===== config.mk =====
export PLATFORM = sky130hd
export DESIGN_NAME = rat_intr_ctrl
export DESIGN_NICKNAME = d
export VERILOG_FILES = /design/src/rtl/rat_intr_ctrl.sv
export SDC_FILE = /design/constraint.sdc
export NUM_CORES = 1
export LEC_CHECK = 0
export CORE_MARGIN = 2
export CORE_UTILIZATION = 51
export DETAILED_ROUTE_END_ITERATION = 10
export HOLD_SLACK_MARGIN = 0.06
export PLACE_DENSITY = 0.8
export SLEW_MARGIN = 25
export SYNTH_ARGS = -nofsm -noshare
export SYNTH_HDL_FRONTEND = slang
export SYNTH_SLANG_ARGS = --single-unit

===== constraint.sdc =====
create_clock -name clk -period 3.6 [get_ports clk]
set_input_delay 1.08 -clock clk [delete_from_list [all_inputs] [get_ports clk]]
set_output_delay 1.08 -clock clk [all_outputs]
set_load 0.005 [all_outputs]

===== src/rtl/rat_intr_ctrl.sv =====
// rat_intr_ctrl: RAT MCU interrupt controller; define INTC_ROUND_ROBIN_EN for round-robin arbitration
module rat_intr_ctrl #(
    parameter int         NUM_SRC      = 4,
    parameter logic [7:0] ID_PORT      = 8'h90,
    parameter logic [7:0] PEND_PORT    = 8'h91,
    parameter logic [7:0] MASK_PORT    = 8'h92,
    parameter logic [7:0] ACK_PORT     = 8'h93,
    parameter int         PULSE_CYCLES = 4
) (
    input  logic               clk,
    input  logic               reset_n,
    input  logic [NUM_SRC-1:0] src_req,
    input  logic [7:0]         port_id,
    input  logic [7:0]         out_port,
    input  logic               io_strb,
    output logic [7:0]         rd_data,
    output logic               rd_hit,
    output logic               interrupt,
    output logic               busy
);
    typedef enum logic [1:0] {IDLE, ASSERT, WAIT_ACK} state_t;
    state_t state, state_n;
    logic [NUM_SRC-1:0] sync1, sync2, prev, pend, mask, elig, grant_clr;
    logic [3:0] cnt, cnt_n;
    logic [2:0] act_id, act_id_n, gnt_id;
    logic ack_seen, ack_seen_n, gnt_valid, ack_wr, mask_wr;

    assign ack_wr  = io_strb && port_id == ACK_PORT;
    assign mask_wr = io_strb && port_id == MASK_PORT;
    assign elig    = pend & mask;
    assign busy    = state != IDLE;

`ifdef INTC_ROUND_ROBIN_EN
    logic [2:0] last_grant;
    int best, dist;
    always_ff @(posedge clk or negedge reset_n)
        if (!reset_n) last_grant <= 3'(NUM_SRC - 1);
        else if (state == IDLE && gnt_valid) last_grant <= gnt_id;
    // dist is each slot's position in the search order starting after last_grant
    always_comb begin
        gnt_valid = 1'b0;
        gnt_id = '0;
        best = NUM_SRC;
        dist = 0;
        for (int j = 0; j < NUM_SRC; j++) begin
            dist = (j + 2 * NUM_SRC - int'(last_grant) - 1) % NUM_SRC;
            if (elig[j] && dist < best) begin
                best = dist;
                gnt_valid = 1'b1;
                gnt_id = 3'(j);
            end
        end
    end
`else
    always_comb begin
        gnt_valid = 1'b0;
        gnt_id = '0;
        for (int i = NUM_SRC - 1; i >= 0; i--) begin
            if (elig[i]) begin
                gnt_valid = 1'b1;
                gnt_id = 3'(i);
            end
        end
    end
`endif

    always_ff @(posedge clk or negedge reset_n)
        if (!reset_n) begin
            sync1 <= '0;
            sync2 <= '0;
            prev  <= '0;
            pend  <= '0;
            mask  <= '1;
        end else begin
            sync1 <= src_req;
            sync2 <= sync1;
            prev  <= sync2;
            // a fresh edge overrides the grant clear on the same bit
            pend  <= (pend & ~grant_clr) | (sync2 & ~prev);
            mask  <= mask_wr ? NUM_SRC'(out_port) : mask;
        end

    always_comb begin
        state_n = state;
        cnt_n = cnt;
        act_id_n = act_id;
        ack_seen_n = ack_seen;
        grant_clr = '0;
        case (state)
            IDLE: if (gnt_valid) begin
                state_n = ASSERT;
                cnt_n = 4'(PULSE_CYCLES);
                act_id_n = gnt_id;
                ack_seen_n = 1'b0;
                grant_clr = NUM_SRC'(1) << gnt_id;
            end
            ASSERT: begin
                ack_seen_n = ack_seen | ack_wr;
                cnt_n = cnt - 4'd1;
                if (cnt == 4'd1) state_n = (ack_seen | ack_wr) ? IDLE : WAIT_ACK;
            end
            WAIT_ACK: state_n = ack_wr ? IDLE : WAIT_ACK;
            default: state_n = IDLE;
        endcase
    end

    always_ff @(posedge clk or negedge reset_n)
        if (!reset_n) begin
            state     <= IDLE;
            cnt       <= '0;
            act_id    <= '0;
            ack_seen  <= 1'b0;
            interrupt <= 1'b0;
        end else begin
            state     <= state_n;
            cnt       <= cnt_n;
            act_id    <= act_id_n;
            ack_seen  <= ack_seen_n;
            interrupt <= state_n == ASSERT;
        end

    assign rd_hit  = port_id == ID_PORT || port_id == PEND_PORT || port_id == MASK_PORT;
    assign rd_data = port_id == ID_PORT   ? {busy, 4'b0, act_id} :
                     port_id == PEND_PORT ? 8'(pend) :
                     port_id == MASK_PORT ? 8'(mask) : 8'h00;
endmodule


Word level (Yosys, flattened, before mapping)
Index checks and enable logic that the tools add are counted.

word-level totals
  flip-flop bits (word level) = 31
  output and inout bits = 11
  logic and storage cells = 59

operators by class
  add/subtract/negate cells = 1
  eq/ne operators = 9
  shift operators = 1
  mux-type cells = 22
  bitwise gates (word level) = 7
  reduce and logical (&&, ||, !) cells = 9

operators by type and width
  cell                                               number
  == test 8 bit (second input constant)              4
  2-to-1 mux 4 bit                                   5
  bitwise AND 4 bit                                  3
  2-to-1 mux 2 bit                                   6
  2-to-1 mux 8 bit                                   1
  inverter 4 bit                                     2
  case mux 4 bit (2 select lines)                    1
  2-to-1 mux 3 bit                                   2
  case mux 2 bit (3 select lines)                    1
  2-to-1 mux 1 bit                                   5
  == test 2 x 1 -> 1 bit (second input constant)     2
  == test 4 x 1 -> 1 bit (second input constant)     1
  OR 4 bit                                           1
  AND reduction 2 bit                                2
  nonzero test 2 bit                                 2
  << shifter 1 x 3 -> 4 bit (first input constant)   1
  subtractor 4 x 1 -> 4 bit (second input constant)  1
  == test 2 bit (second input constant)              1
  logical AND 1 bit                                  2
  logical NOT 2 bit                                  1
  logical OR 1 bit                                   2
  != test 2 bit (second input constant)              1
  case mux 1 bit (2 select lines)                    1
  OR 1 bit                                           1

Longest topological paths before layout
  depth after elaboration = 11
  mapped depth = 5

Worst setup path before layout
Ideal clock, no wire load.

  path type = input to output
  from = input port_id[3]
  to = output rd_data[7]
  arrival time = 1.845 ns
  required time = 2.520 ns
  setup slack = 0.675 ns
  stages = 3
  buffers on the path = 0
  cell sequence = nor4b_2 > nand2_1 > nor4_1

on the way
  cells in the longest elaborated chain, start to end = 2

ends and longest elaborated chain
  element             line  source
  start: declaration  13    input logic [7:0] port_id,
  == test 8 bit       123   assign rd_data = port_id == ID_PORT ? {busy, 4'b0, act_id} :
  2-to-1 mux 8 bit    123
  end: declaration    16    output logic [7:0] rd_data,

No other way between the ends.

Final worst setup path
  from = input port_id[0]
  to = output rd_data[0]

on the way
  cells in the longest elaborated chain, start to end = 4

ends and longest elaborated chain
  element             line  source
  == test 8 bit       125   port_id == MASK_PORT ? 8'(mask) : 8'h00;
  2-to-1 mux 4 bit    125
  2-to-1 mux 4 bit    124   port_id == PEND_PORT ? 8'(pend) :
  2-to-1 mux 8 bit *  123

Mark *: on every way between the ends. The rest lies on a longest branch, timed or not.

==> run_summary.xml <==
<?xml version="1.0" encoding="UTF-8"?>
<metrics>
  <group name="run_status">
    <metric name="run_status" unit="">complete, no violations</metric>
  </group>
  <group name="logic_synthesis">
    <metric name="synth_async_sr_flop_share" unit="%">100</metric>
    <metric name="synthesis.instances" unit="">110</metric>
    <metric name="yosysUniqueCellTypes" unit="">36</metric>
    <metric name="synthDominantAreaCellType" unit="">sky130_fd_sc_hd__dfrtp_1</metric>
    <metric name="synth_edf_count" unit="">0</metric>
    <metric name="post-synth-top-area-fraction" unit="%">49.6</metric>
    <metric name="yosysWarningCount" unit="">0</metric>
    <metric name="yosys_register_bits" unit="">30</metric>
    <metric name="ys_seq_area_share" unit="%">57.6</metric>
    <metric name="post_synth_main_area_contributors" unit="">sky130_fd_sc_hd__dfrtp_1, sky130_fd_sc_hd__dfstp_2, sky130_fd_sc_hd__mux2_2</metric>
    <metric name="postSynthAreaPerCell" unit="um2">11.9</metric>
    <metric name="synthesis.area" unit="um2">1310</metric>
    <metric name="dominant_synthesized_flop_cell" unit="">sky130_fd_sc_hd__dfrtp_1</metric>
  </group>
  <group name="die">
    <metric name="floorplan.initialDensity" unit="%">53.4</metric>
    <metric name="io_pins" unit="">34</metric>
    <metric name="die-width" unit="um">54.7</metric>
    <metric name="die_area" unit="um2">2990</metric>
    <metric name="placementRows" unit="">18</metric>
    <metric name="fp.dieH" unit="um">54.7</metric>
    <metric name="floorplan.core_area" unit="um2">2450</metric>
  </group>
  <group name="sta">
    <metric name="fmaxAchievable" unit="GHz">0.285</metric>
    <metric name="finalClockSkew" unit="ns">0.0144</metric>
    <metric name="grt_setup_unrepaired" unit="">no</metric>
    <metric name="setup_viol" unit="">0</metric>
    <metric name="slew_hr" unit="%">66.2</metric>
    <metric name="hold_slack" unit="ns">0.354</metric>
    <metric name="timing.final.ws_setup" unit="ns">0.0932</metric>
    <metric name="worst_pin_slew" unit="ns">0.505</metric>
    <metric name="hold_violations" unit="">0</metric>
    <metric name="fin_tns_setup" unit="ns">0</metric>
    <metric name="period_minus_slack" unit="ns">3.51</metric>
    <metric name="final-max-slew-violation-count" unit="">0</metric>
    <metric name="period_share" unit="%">97.4</metric>
  </group>
  <group name="worst_setup_path">
    <metric name="regToRegStartpoint" unit="">state[1]</metric>
    <metric name="r2r_slack" unit="ns">2.11</metric>
    <metric name="worst_ep_arrival_time" unit="ns">2.43</metric>
    <metric name="crit_path_end" unit="">rd_data[0]</metric>
    <metric name="start_kind" unit="">input port</metric>
    <metric name="required" unit="ns">2.52</metric>
    <metric name="cpPeakStageDelay" unit="ns">0.65</metric>
    <metric name="worstRegToRegCells" unit="">4</metric>
    <metric name="worst-path-max-fanout" unit="">7</metric>
    <metric name="worst_r2r_endpoint" unit="">act_id[0]</metric>
    <metric name="kind_of_critical_path" unit="">in -&gt; out</metric>
    <metric name="critical_path.startpoint" unit="">port_id[0]</metric>
    <metric name="critical_path.slowest_cell" unit="">sky130_fd_sc_hd__clkdlybuf4s50_1</metric>
    <metric name="crit_chain" unit="">clkdlybuf4s50_1 -&gt; mux2i_1 -&gt; a2bb2oi_1 -&gt; nor2_1 -&gt; dlygate4sd2_1</metric>
    <metric name="setup.worst_path.end_class" unit="">primary output</metric>
  </group>
  <group name="clocking">
    <metric name="max-clock-path-buffers" unit="">2</metric>
    <metric name="worst_skew_pair.late_latency" unit="ns">0.34</metric>
    <metric name="numClockSinks" unit="">30</metric>
    <metric name="htree_num_levels" unit="">2</metric>
    <metric name="tritoncts.num_buffers" unit="">5</metric>
    <metric name="clk_pin_slew" unit="ns">0.09</metric>
    <metric name="tritoncts_clock_tree" unit="">built</metric>
    <metric name="cts.hold.buffers_added" unit="">0</metric>
    <metric name="clockRootBuffer" unit="">sky130_fd_sc_hd__clkbuf_4</metric>
  </group>
  <group name="detailed_routing">
    <metric name="routedWlPerCell" unit="um">15.3</metric>
    <metric name="drc" unit="">0</metric>
    <metric name="dr_total_vias" unit="">998</metric>
    <metric name="firstDrtPassIters" unit="">4</metric>
    <metric name="first_iter_violations" unit="">14</metric>
    <metric name="route.antenna.remaining_nets" unit="">0</metric>
    <metric name="detail_route.wirelength" unit="mm">2.74</metric>
    <metric name="routed_via_density" unit="">5.58</metric>
  </group>
  <group name="placed_design">
    <metric name="placed_cell_area" unit="um2">1630</metric>
    <metric name="detailed_placement_hpwl" unit="mm">1.90</metric>
    <metric name="dpl_ws" unit="ns">-0.223</metric>
    <metric name="port-buffer-count" unit="">26</metric>
    <metric name="gp_congestion" unit="">0.813</metric>
  </group>
  <group name="grt">
    <metric name="grt_antenna_before_repair" unit="">0</metric>
    <metric name="via_count_of_the_first_global_routing_pass" unit="">1000</metric>
    <metric name="track_usage" unit="%">21.8</metric>
    <metric name="gr-total-overflow" unit="">0</metric>
    <metric name="grt_start_max_net_pins" unit="">31</metric>
    <metric name="grt_first_pass_wirelength" unit="mm">4.35</metric>
  </group>
  <group name="power">
    <metric name="cellPowerDensity" unit="nW/um2">565</metric>
    <metric name="irDropWorstVdd" unit="mV">0.450</metric>
    <metric name="total_leakage_power" unit="nW">0.779</metric>
    <metric name="totalPowerFinal" unit="mW">0.969</metric>
  </group>
  <group name="finish">
    <metric name="antenna_cells_inserted" unit="">0</metric>
    <metric name="fillerInstances" unit="">184</metric>
    <metric name="final_cell_area" unit="um2">1720</metric>
    <metric name="post_route_cells_drive_above_1_share" unit="%">19.5</metric>
    <metric name="final_nets" unit="">173</metric>
    <metric name="areaGrowthSynthToFinish" unit="%">30.8</metric>
  </group>
  <group name="hold_path">
    <metric name="hp-class" unit="">reg -&gt; reg</metric>
    <metric name="min_from" unit="">sync1[1]</metric>
  </group>
  <group name="flow_run">
    <metric name="drv_cap" unit="">0</metric>
  </group>
</metrics>
==> critical path, delay by kind of cell <==
family                 cells  cell delay [ns]
AO/OA/AOI/OAI              1             0.16
buffers and inverters      2             0.91
multiplexers               1             0.22
AND/OR/NAND/NOR            1             0.05
==> layout by cell type (no fill, tap or decap), drive strengths merged, types with 3 or more instances in the layout <==
cell type and count:
dfstp 4, nor2b 3, mux2 4, clkdlybuf4s50 16, clkbuf 8, inv 10
dlymetal6s2s 3, a22oi 4, buf 8, dlygate4sd2 6, mux2i 4, nor2 7
conb 3, nand2 7, dfrtp 26, a2bb2oi 4, a22o 4
==> flip-flops by register name (all words and copies together) (netlist names) <==
register and count:
cnt 4, mask 4, pend 4, prev 4, sync1 4, sync2 4
act_id 2, state 2, ack_seen 1, interrupt 1
==> worst min path at each step <==
stage | end | slack (ns) | depth (start not counted)
6_report | sync2[1] | 0.35 | 0
2_1_floorplan | sync2[0] | 0.33 | 0
3_5_place_dp | sync2[0] | 0.34 | 0
5_1_grt | sync2[2] | 0.37 | 0
3_3_place_gp | sync2[1] | 0.34 | 0
4_1_cts | sync2[1] | 0.36 | 0
==> cell type report <==
| class | count | area, um2 | share of cell area, % |
|---|---|---|---|
| multi-input cells | 68 | 518 | 30.2 |
| clock buffers | 8 | 58.8 | 3.43 |
| repair buffers | 33 | 308 | 17.9 |
| inverters | 10 | 37.5 | 2.19 |
| flip-flops and latches | 30 | 756 | 44.1 |
| well taps | 30 | 37.5 | 2.19 |
==> cells by family after synthesis <==
family                   Yosys count  share of synthesized area, %
adder cells (fa/ha/maj)            2                          1.91
multiplexers                       8                          6.49
AO/OA/AOI/OAI                     26                          16.4
flip-flops                        30                          57.6
other                              1                         0.286
buffers and inverters             14                          4.96
AND/OR/NAND/NOR                   29                          12.3
==> layer usage <==
| layer | part of all wire, % | global-route usage, % |
|---|---|---|
| met5 | 0 | 0 |
| met4 | 2.0 | 10.8 |
| met3 | 6.3 | 8.20 |
| met2 | 51 | 36.5 |
| met1 | 41 | 24.1 |
==> cell usage after synthesis, types with 2 or more instances <==
library cell                count
sky130_fd_sc_hd__a21oi_1        2
sky130_fd_sc_hd__a22o_1         4
sky130_fd_sc_hd__a22oi_1        3
sky130_fd_sc_hd__a2bb2oi_1      4
sky130_fd_sc_hd__buf_4          3
sky130_fd_sc_hd__dfrtp_1       26
sky130_fd_sc_hd__dfstp_2        4
sky130_fd_sc_hd__ha_1           2
sky130_fd_sc_hd__inv_1         10
sky130_fd_sc_hd__mux2_2         4
sky130_fd_sc_hd__mux2i_1        4
sky130_fd_sc_hd__nand2_1        7
sky130_fd_sc_hd__nand3_1        2
sky130_fd_sc_hd__nor2_1         7
sky130_fd_sc_hd__nor2b_1        3
sky130_fd_sc_hd__nor3_1         2
sky130_fd_sc_hd__o22a_1         2
sky130_fd_sc_hd__o22ai_1        2
sky130_fd_sc_hd__o41a_1         2
==> through the flow <==
stage	cells	util (%)
after CTS	179	69.0
final	179	69.9
after floorplan	112	-
after global placement	169	66.3
after detailed placement	169	66.3
after global routing	179	69.9
==> power by group <==
part | internal (mW) | leakage [nW] | switching (mW) | total (mW)
registers | 0.404 | 0.340 | 0.0698 | 0.474
clock network | 0.0962 | 0.0326 | 0.115 | 0.211
logic | 0.146 | 0.407 | 0.137 | 0.283
==> what timing repair did <==
item                                    in CTS  in global routing
endpoints found under the setup margin       6                  6
setup buffers                                2                  0
resized for setup                           11                  6
pin swaps                                    2                  3
Power figures use the tool's default switching activity.
